`src/rtl/fsm_input_conditioner_pkg.sv`:
```
// Shared types and defaults for the two-channel input synchroniser/debouncer.
package fsm_input_conditioner_pkg;

  localparam int unsigned SYNC_STAGES_DEF = 2;
  localparam int unsigned DEB_W_DEF       = 4;
  localparam int unsigned DEB_CNT_DEF     = 4;

  typedef enum logic {
    ST_STABLE  = 1'b0,
    ST_PENDING = 1'b1
  } chan_state_e;

  // Legal parameter set: at least two sync flops, and DEB_CNT fits in the counter.
  function automatic logic params_ok(input int unsigned sync_stages,
                                     input int unsigned deb_w,
                                     input int unsigned deb_cnt);
    return (sync_stages >= 2) && (deb_cnt >= 1) &&
           (deb_cnt <= ((32'd1 << deb_w) - 32'd1));
  endfunction

endpackage

```
`src/rtl/fsm_input_conditioner_debounce_chan.sv`:
```
// One channel: synchroniser chain, debounce FSM with hold counter, rising-edge strobe.
module fsm_input_conditioner_debounce_chan
  import fsm_input_conditioner_pkg::*;
#(
  parameter int unsigned SYNC_STAGES = SYNC_STAGES_DEF,
  parameter int unsigned DEB_W       = DEB_W_DEF,
  parameter int unsigned DEB_CNT     = DEB_CNT_DEF
) (
  input  logic clk,
  input  logic res,
  input  logic i_raw,
  output logic o_level,
  output logic o_rise,
  output logic o_pend_nxt_c
);

  localparam logic [DEB_W-1:0] CNT_LAST = DEB_W'(DEB_CNT - 1);

  logic [SYNC_STAGES-1:0] r_sync;
  chan_state_e            r_state;
  chan_state_e            w_state_nxt;
  logic [DEB_W-1:0]       r_cnt;
  logic [DEB_W-1:0]       w_cnt_nxt;
  logic                   r_level;
  logic                   w_level_nxt;
  logic                   r_rise;
  logic                   w_rise_nxt;
  logic                   w_s;

  // Plain shift chain, nothing between stages.
  always_ff @(posedge clk or negedge res) begin
    if (!res) begin
      r_sync <= '0;
    end else begin
      r_sync <= {r_sync[SYNC_STAGES-2:0], i_raw};
    end
  end

  assign w_s = r_sync[SYNC_STAGES-1];

  always_ff @(posedge clk or negedge res) begin
    if (!res) begin
      r_state <= ST_STABLE;
      r_cnt   <= '0;
      r_level <= 1'b0;
      r_rise  <= 1'b0;
    end else begin
      r_state <= w_state_nxt;
      r_cnt   <= w_cnt_nxt;
      r_level <= w_level_nxt;
      r_rise  <= w_rise_nxt;
    end
  end

  // A new level commits only after DEB_CNT consecutive mismatching synced samples.
  always_comb begin
    w_state_nxt = r_state;
    w_cnt_nxt   = r_cnt;
    w_level_nxt = r_level;
    w_rise_nxt  = 1'b0;
    case (r_state)
      ST_STABLE: begin
        w_cnt_nxt = '0;
        if (w_s != r_level) begin
          if (DEB_CNT == 1) begin
            w_level_nxt = w_s;
            w_rise_nxt  = w_s;
          end else begin
            w_state_nxt = ST_PENDING;
            w_cnt_nxt   = DEB_W'(1);
          end
        end
      end
      ST_PENDING: begin
        if (w_s == r_level) begin
          w_state_nxt = ST_STABLE;
          w_cnt_nxt   = '0;
        end else if (r_cnt == CNT_LAST) begin
          w_state_nxt = ST_STABLE;
          w_cnt_nxt   = '0;
          w_level_nxt = w_s;
          w_rise_nxt  = w_s;
        end else begin
          w_cnt_nxt = r_cnt + DEB_W'(1);
        end
      end
      default: begin
        w_state_nxt = ST_STABLE;
        w_cnt_nxt   = '0;
      end
    endcase
  end

  assign o_level      = r_level;
  assign o_rise       = r_rise;
  assign o_pend_nxt_c = (w_state_nxt == ST_PENDING);

endmodule

```
`src/rtl/fsm_input_conditioner.sv`:
```
// Conditions raw async inputs x_in/y_in into clean levels and rising-edge strobes.
module fsm_input_conditioner
  import fsm_input_conditioner_pkg::*;
#(
  parameter int unsigned SYNC_STAGES = SYNC_STAGES_DEF,
  parameter int unsigned DEB_W       = DEB_W_DEF,
  parameter int unsigned DEB_CNT     = DEB_CNT_DEF
) (
  input  logic clk,
  input  logic res,
  input  logic x_in,
  input  logic y_in,
  output logic x,
  output logic y,
  output logic x_edge,
  output logic y_edge,
  output logic busy
);

  if (!params_ok(SYNC_STAGES, DEB_W, DEB_CNT)) begin : g_bad_params
    $error("fsm_input_conditioner: illegal SYNC_STAGES/DEB_W/DEB_CNT combination");
  end

  logic w_x_pend_nxt;
  logic w_y_pend_nxt;
  logic r_busy;

  fsm_input_conditioner_debounce_chan #(
    .SYNC_STAGES (SYNC_STAGES),
    .DEB_W       (DEB_W),
    .DEB_CNT     (DEB_CNT)
  ) u_chan_x (
    .clk          (clk),
    .res          (res),
    .i_raw        (x_in),
    .o_level      (x),
    .o_rise       (x_edge),
    .o_pend_nxt_c (w_x_pend_nxt)
  );

  fsm_input_conditioner_debounce_chan #(
    .SYNC_STAGES (SYNC_STAGES),
    .DEB_W       (DEB_W),
    .DEB_CNT     (DEB_CNT)
  ) u_chan_y (
    .clk          (clk),
    .res          (res),
    .i_raw        (y_in),
    .o_level      (y),
    .o_rise       (y_edge),
    .o_pend_nxt_c (w_y_pend_nxt)
  );

  // Registered from next-state so busy tracks the channel state flops exactly.
  always_ff @(posedge clk or negedge res) begin
    if (!res) begin
      r_busy <= 1'b0;
    end else begin
      r_busy <= w_x_pend_nxt | w_y_pend_nxt;
    end
  end

  assign busy = r_busy;

endmodule

```
`config.mk`:
```
export PLATFORM = sky130hd
export DESIGN_NAME = fsm_input_conditioner
export DESIGN_NICKNAME = d
export VERILOG_FILES = /design/src/rtl/fsm_input_conditioner_pkg.sv /design/src/rtl/fsm_input_conditioner_debounce_chan.sv /design/src/rtl/fsm_input_conditioner.sv
export SDC_FILE = /design/constraint.sdc
export NUM_CORES = 1
export LEC_CHECK = 0
export CAP_MARGIN = 5
export CORE_UTILIZATION = 55
export CTS_BUF_LIST = sky130_fd_sc_hd__clkbuf_4 sky130_fd_sc_hd__clkbuf_8
export CTS_CLUSTER_DIAMETER = 150
export DETAILED_ROUTE_END_ITERATION = 16
export GPL_TIMING_DRIVEN = 0
export PLACE_DENSITY = 0.79
export SLEW_MARGIN = 20
export SYNTH_ARGS = -nofsm -noshare
export SYNTH_HDL_FRONTEND = slang
export SYNTH_SLANG_ARGS = --single-unit
export TNS_END_PERCENT = 5
```
`constraint.sdc`:
```
create_clock -name clk -period 1.67 [get_ports clk]
set_clock_uncertainty 0.1 [all_clocks]
set_input_delay 0.334 -clock clk [delete_from_list [all_inputs] [get_ports clk]]
set_output_delay 0.334 -clock clk [all_outputs]
set_load 0.05 [all_outputs]
```
# Word level (Yosys, flattened, before mapping)
# Index checks and enable logic that the tools add are counted.
[word_totals]
regBits = 19
output_inout_bits = 5
elab_cells = 48
[classes]
n_addsub = 2
n_eq_ne = 6
mux = 22
bitwise_logic = 5
reduce_logical = 2
[ops]
columns = ["op", "n"]
rows = [
  ["4-bit two-way mux", 4],
  ["4-bit case mux with 2 select lines", 2],
  ["1-bit two-way mux", 14],
  ["4-bit by 1-bit adder with 4-bit output, second input constant", 2],
  ["4-bit by 2-bit equality test with 1-bit output, second input constant", 2],
  ["3-bit AND reduction", 2],
  ["1-bit NOT", 4],
  ["1-bit case mux with 2 select lines", 2],
  ["1-bit equality test", 2],
  ["1-bit inequality test", 2],
  ["1-bit OR", 1],
]

# Longest topological paths before layout
[logic_depth]
ltp_word = 5
mapped_depth = 3
mapped_depth_nobuf = 3

# By module
# Synthesis repeated with hierarchy kept, for this count alone.
[unflattened]
cells_unflattened = 52
area_unflattened_um2 = 747.0
[modules_own_cells]
columns = ["mod", "instances", "cells_per_inst", "area_each_um2", "seq_area_each_um2"]
rows = [
  ["fsm_input_conditioner_debounce_chan", 2, 25, 357.8, 225.2],
  ["fsm_input_conditioner", 1, 2, 31.3, 25.0],
]

# Worst setup path before layout
# Ideal clock, no wire load.
[synth_path]
kind = "register to register"
start = "register u_chan_x.r_level (netlist: u_chan_x.o_level)"
end = "register u_chan_x.r_cnt[3]"
setup_time_ps = 101
arrival_time_ps = 1152
required_time_ps = 1469
slack_ps = 317
path_stages_with_launch = 3
synth_period_minus_slack_ps = 1353
path_cell_list = "dfrtp_1 -> xnor2_1 -> nor4_1"
[synth_via]
elab_chain_cells = 3
[synth_rtl]
columns = ["item", "line_no", "rtl"]
rows = [
  ["start, declared", "fsm_input_conditioner_debounce_chan.sv:24", "logic r_level;"],
  ["start signal, assigned", "fsm_input_conditioner_debounce_chan.sv:50", "r_level <= w_level_nxt;"],
  ["1-bit equality test", "fsm_input_conditioner_debounce_chan.sv:75", "if (w_s == r_level) begin"],
  ["4-bit two-way mux", "fsm_input_conditioner_debounce_chan.sv:75", ""],
  ["4-bit case mux with 2 select lines", "fsm_input_conditioner_debounce_chan.sv:61", "case (r_state)"],
  ["via u_chan_x.w_cnt_nxt[3]", "fsm_input_conditioner_debounce_chan.sv:23", "logic [DEB_W-1:0] w_cnt_nxt;"],
  ["end signal, assigned", "fsm_input_conditioner_debounce_chan.sv:49", "r_cnt <= w_cnt_nxt;"],
  ["end, declared", "fsm_input_conditioner_debounce_chan.sv:22", "logic [DEB_W-1:0] r_cnt;"],
]
# The timed path passes the listed nets, and every way through them passes these cells.
# A chain may end at the register's enable or synchronous reset.

# Worst setup path after layout
[layout_path]
start = "register r_busy (netlist: busy)"
end = "output port busy"
[layout_lines]
columns = ["item", "line_no", "rtl"]
rows = [
  ["start, declared", "fsm_input_conditioner.sv:26", "logic r_busy;"],
  ["start signal, assigned", "fsm_input_conditioner.sv:59", "r_busy <= w_x_pend_nxt | w_y_pend_nxt;"],
  ["end, declared", "fsm_input_conditioner.sv:17", "output logic busy"],
]
# No word-level cell between the ends.

==> summary.txt <==
Finish
  – Cell area after layout: 859.6 sq um
  – N_diodes: 0
  – Post-Layout Cell Count: 78
  – Share of layout cells above drive strength 1: 20.31%
  – Final core occ: 72.47%
  – Storage cell area: 475.5 sq um
  – Multi-input gate area: 262.8 sq um
  – Post-layout nets: a little over 70
  – Most frequent cells in the layout: dfrtp_1 (19), a211oi_1 (4), clkbuf_4 (4), clkdlybuf4s50_1 (3), dlygate4sd2_1 (3)
  – Fill count: 79
  – Area Growth Syn to Fin: 15.27%
  – Most common cell after layout, fill and taps aside: dfrtp_1

Worst setup path
  – WS Path Type: reg -> out
  – Startpoint Class: flip-flop
  – Worst path slowest cell: dlygate4sd2_1
  – Largest fanout on the critical path: 1
  – Worst Path Arrival: 1.15 ns
  – Crit path max-delay family: buffers and inverters
  – Buf+Inv Stages, Crit Path: 1
  – Delay of the slowest cell on the worst path: 0.52 ns
  – Setup slack, reg-to-reg: ~0.27 ns
  – CP Capture Type: output port
  – WP data required: 1.24 ns
  – Crit-path cells: dlygate4sd2_1

Timing
  – Ratio of final minimum period to clock period: 94.79%
  – Final worst slack: 0.08707 ns
  – Min cycle time layout: 1.583 ns
  – Slew margin rel.: 45.06%
  – Achievable frequency: 631.7 MHz
  – Final Max Tran Viols: 0
  – Fin Hold WS: around 0.26 ns
  – RSZ-0062 raised after global routing: false
  – Final setup viols: 0
  – Worst Max-Slew Pin Slew: 0.8215 ns
  – Hold Vio Cnt, Final: 0
  – Fin Setup TNS: 0 ns

Yosys
  – Simple-Gate Fraction of Synth Area: between 10% and 20%
  – Synth Cell Area: 745.7 sq um
  – Yosys cell types: 18
  – Combinational family with the most area after synthesis: simple AND/OR/NAND/NOR gates
  – Syn_nets: 58
  – Post-synthesis mux area share: a little over 4%
  – Syn Inst Count: 52
  – Synth Area in Adders: 3.356%
  – Avg Cell Area, Syn: 14.34 sq um
  – Flops & latches, synth: 19
  – Seq/Total Area, Yosys: 63.76%
  – Post-synthesis compound-gate area fraction: 7.550%
  – Post-Synth XOR/XNOR Area: 2.349%
  – Yosys warning count: 0

Drt
  – Drt first pass iters: 4
  – Routed via count: between 400 and 500
  – Vias per cell: 5.692
  – Drt first-iter violations: 4
  – Detail Route Antenna Nets: 0
  – Average wire per standard cell: approximately 15 um
  – DRC Markers: 0
  – Routed WL: 1.134 mm

Clocking
  – Clock Tree Buf Depth: 2
  – Post-CTS Setup Inserts: 0
  – Total CTS buffers: 3
  – Hold_buf cts: 0
  – CTS tree: done
  – Htree depth: 1
  – TritonCTS sink count: 19
  – Clock root cell: clkbuf_4
  – Clk Latency, worst-skew pair: 0.29 ns
  – Cts repair resizes: 7
  – Clock-pin slew on the worst setup and hold paths: 0.10 ns

Pwr
  – Pwr Density: ~1600 nW/um^2
  – Worst vdd ir: about 0.95 mV
  – Lkg Pwr: 0.3890 nW
  – Total power draw: 1.347 mW

Floorplan
  – Die ar.: 1507 sq um
  – Row count: 12
  – Core area: 1186 sq um
  – Initial Util: 62.87%
  – Die Wd: 38.82 um
  – Num ports: 9
  – Die height: 38.82 um

Hold path
  – HP Class: reg -> reg

Global route
  – Met3 Use GR: around 5.2%
  – First-pass GRT wire length: between 1.5 and 2 mm
  – GRT overflow: 0
  – Initial antenna violation count: 0
  – GRT met2 Usage: 27.92%
  – Tot GR Track Use: 18.86%
  – Vias in the first global route: 415
  – Most used routing layer: met2
  – M1 GR Usage: 26.07%
  – Largest net degree at the start of global routing: 20

Placement
  – DPL Wire Length: between 700 and 800 um
  – Pre-CTS setup slack: 0.04481 ns
  – PortBufs: 8
  – Placed insts: 74
  – DP Area: 843.3 sq um
  – GPL Wtd Cong: just over 0.7

Outcome
  – Outcome: finished clean

Run
  – Maxcap violations: 0
-- report_power, final --
part	total (mW)	switching [mW]	leakage, nW	internal (mW)
sequential	0.670	0.0979	0.241	0.572
combinational	0.437	0.268	0.130	0.169
clock	0.241	0.132	0.0184	0.109
-- routing by layer --
metal	vias to the layer above	share of wire [%]	wire length [um]
li1	218	-	-
met1	216	51	577
met2	8	46	518
met3	2	2.9	33
met5	-	0	0
met4	0	0.35	4
-- cells by family after synthesis --
family | after synthesis
AO/OA/AOI/OAI | 9
XOR/XNOR | 2
adder cells (fa/ha/maj) | 2
buffers and inverters | 2
flip-flops | 19
multiplexers | 2
AND/OR/NAND/NOR | 16
-- synth_stat cells --
cell type	count	area [sq um]
dfrtp_1	19	475.5
a211oi_1	4	30.03
a21oi_1	2	10.01
and4_2	2	20.02
and4bb_4	2	32.53
ha_1	2	25.02
inv_1	2	7.510
mux2_4	2	30.03
nand2b_1	2	12.51
nand3b_1	2	15.01
nor2_1	2	7.510
nor3b_1	2	15.01
nor4_1	2	12.51
o21ai_0	2	10.01
xnor2_1	2	17.52
and3b_1	1	8.760
and3b_2	1	10.01
o22ai_1	1	6.260
-- path summary, 6_finish.rpt --
path | startpoint | end | cells after the start
min in group asynchronous | res | u_chan_y.o_level | 1
worst max-delay path | busy | busy | 1
max in group asynchronous | res | u_chan_x.r_cnt[2] | 1
worst min register to register | u_chan_x.r_sync[0] | u_chan_x.r_sync[1] | 0
worst max register to register | u_chan_x.r_cnt[0] | u_chan_x.o_level | 3
worst min-delay path | u_chan_x.r_sync[0] | u_chan_x.r_sync[1] | 0
-- flip-flops by register name, summed over array words and instances, names as in the netlist --
register	flops
u_chan_x.r_cnt	4
u_chan_y.r_cnt	4
u_chan_x.r_sync	2
u_chan_y.r_sync	2
busy	1
u_chan_x.o_level	1
u_chan_x.o_rise	1
u_chan_x.r_state	1
u_chan_y.o_level	1
u_chan_y.o_rise	1
u_chan_y.r_state	1
-- cell type report --
class | count | area share, %
Multi-Input combinational cell | 31 | 30.57
Tap cell | 14 | 2.038
Timing Repair Buffer | 8 | 7.715
Clock buffer | 4 | 3.493
Sequential cell | 19 | 55.31
Inverter | 2 | 0.8734
(Power assumes the default switching activity.)
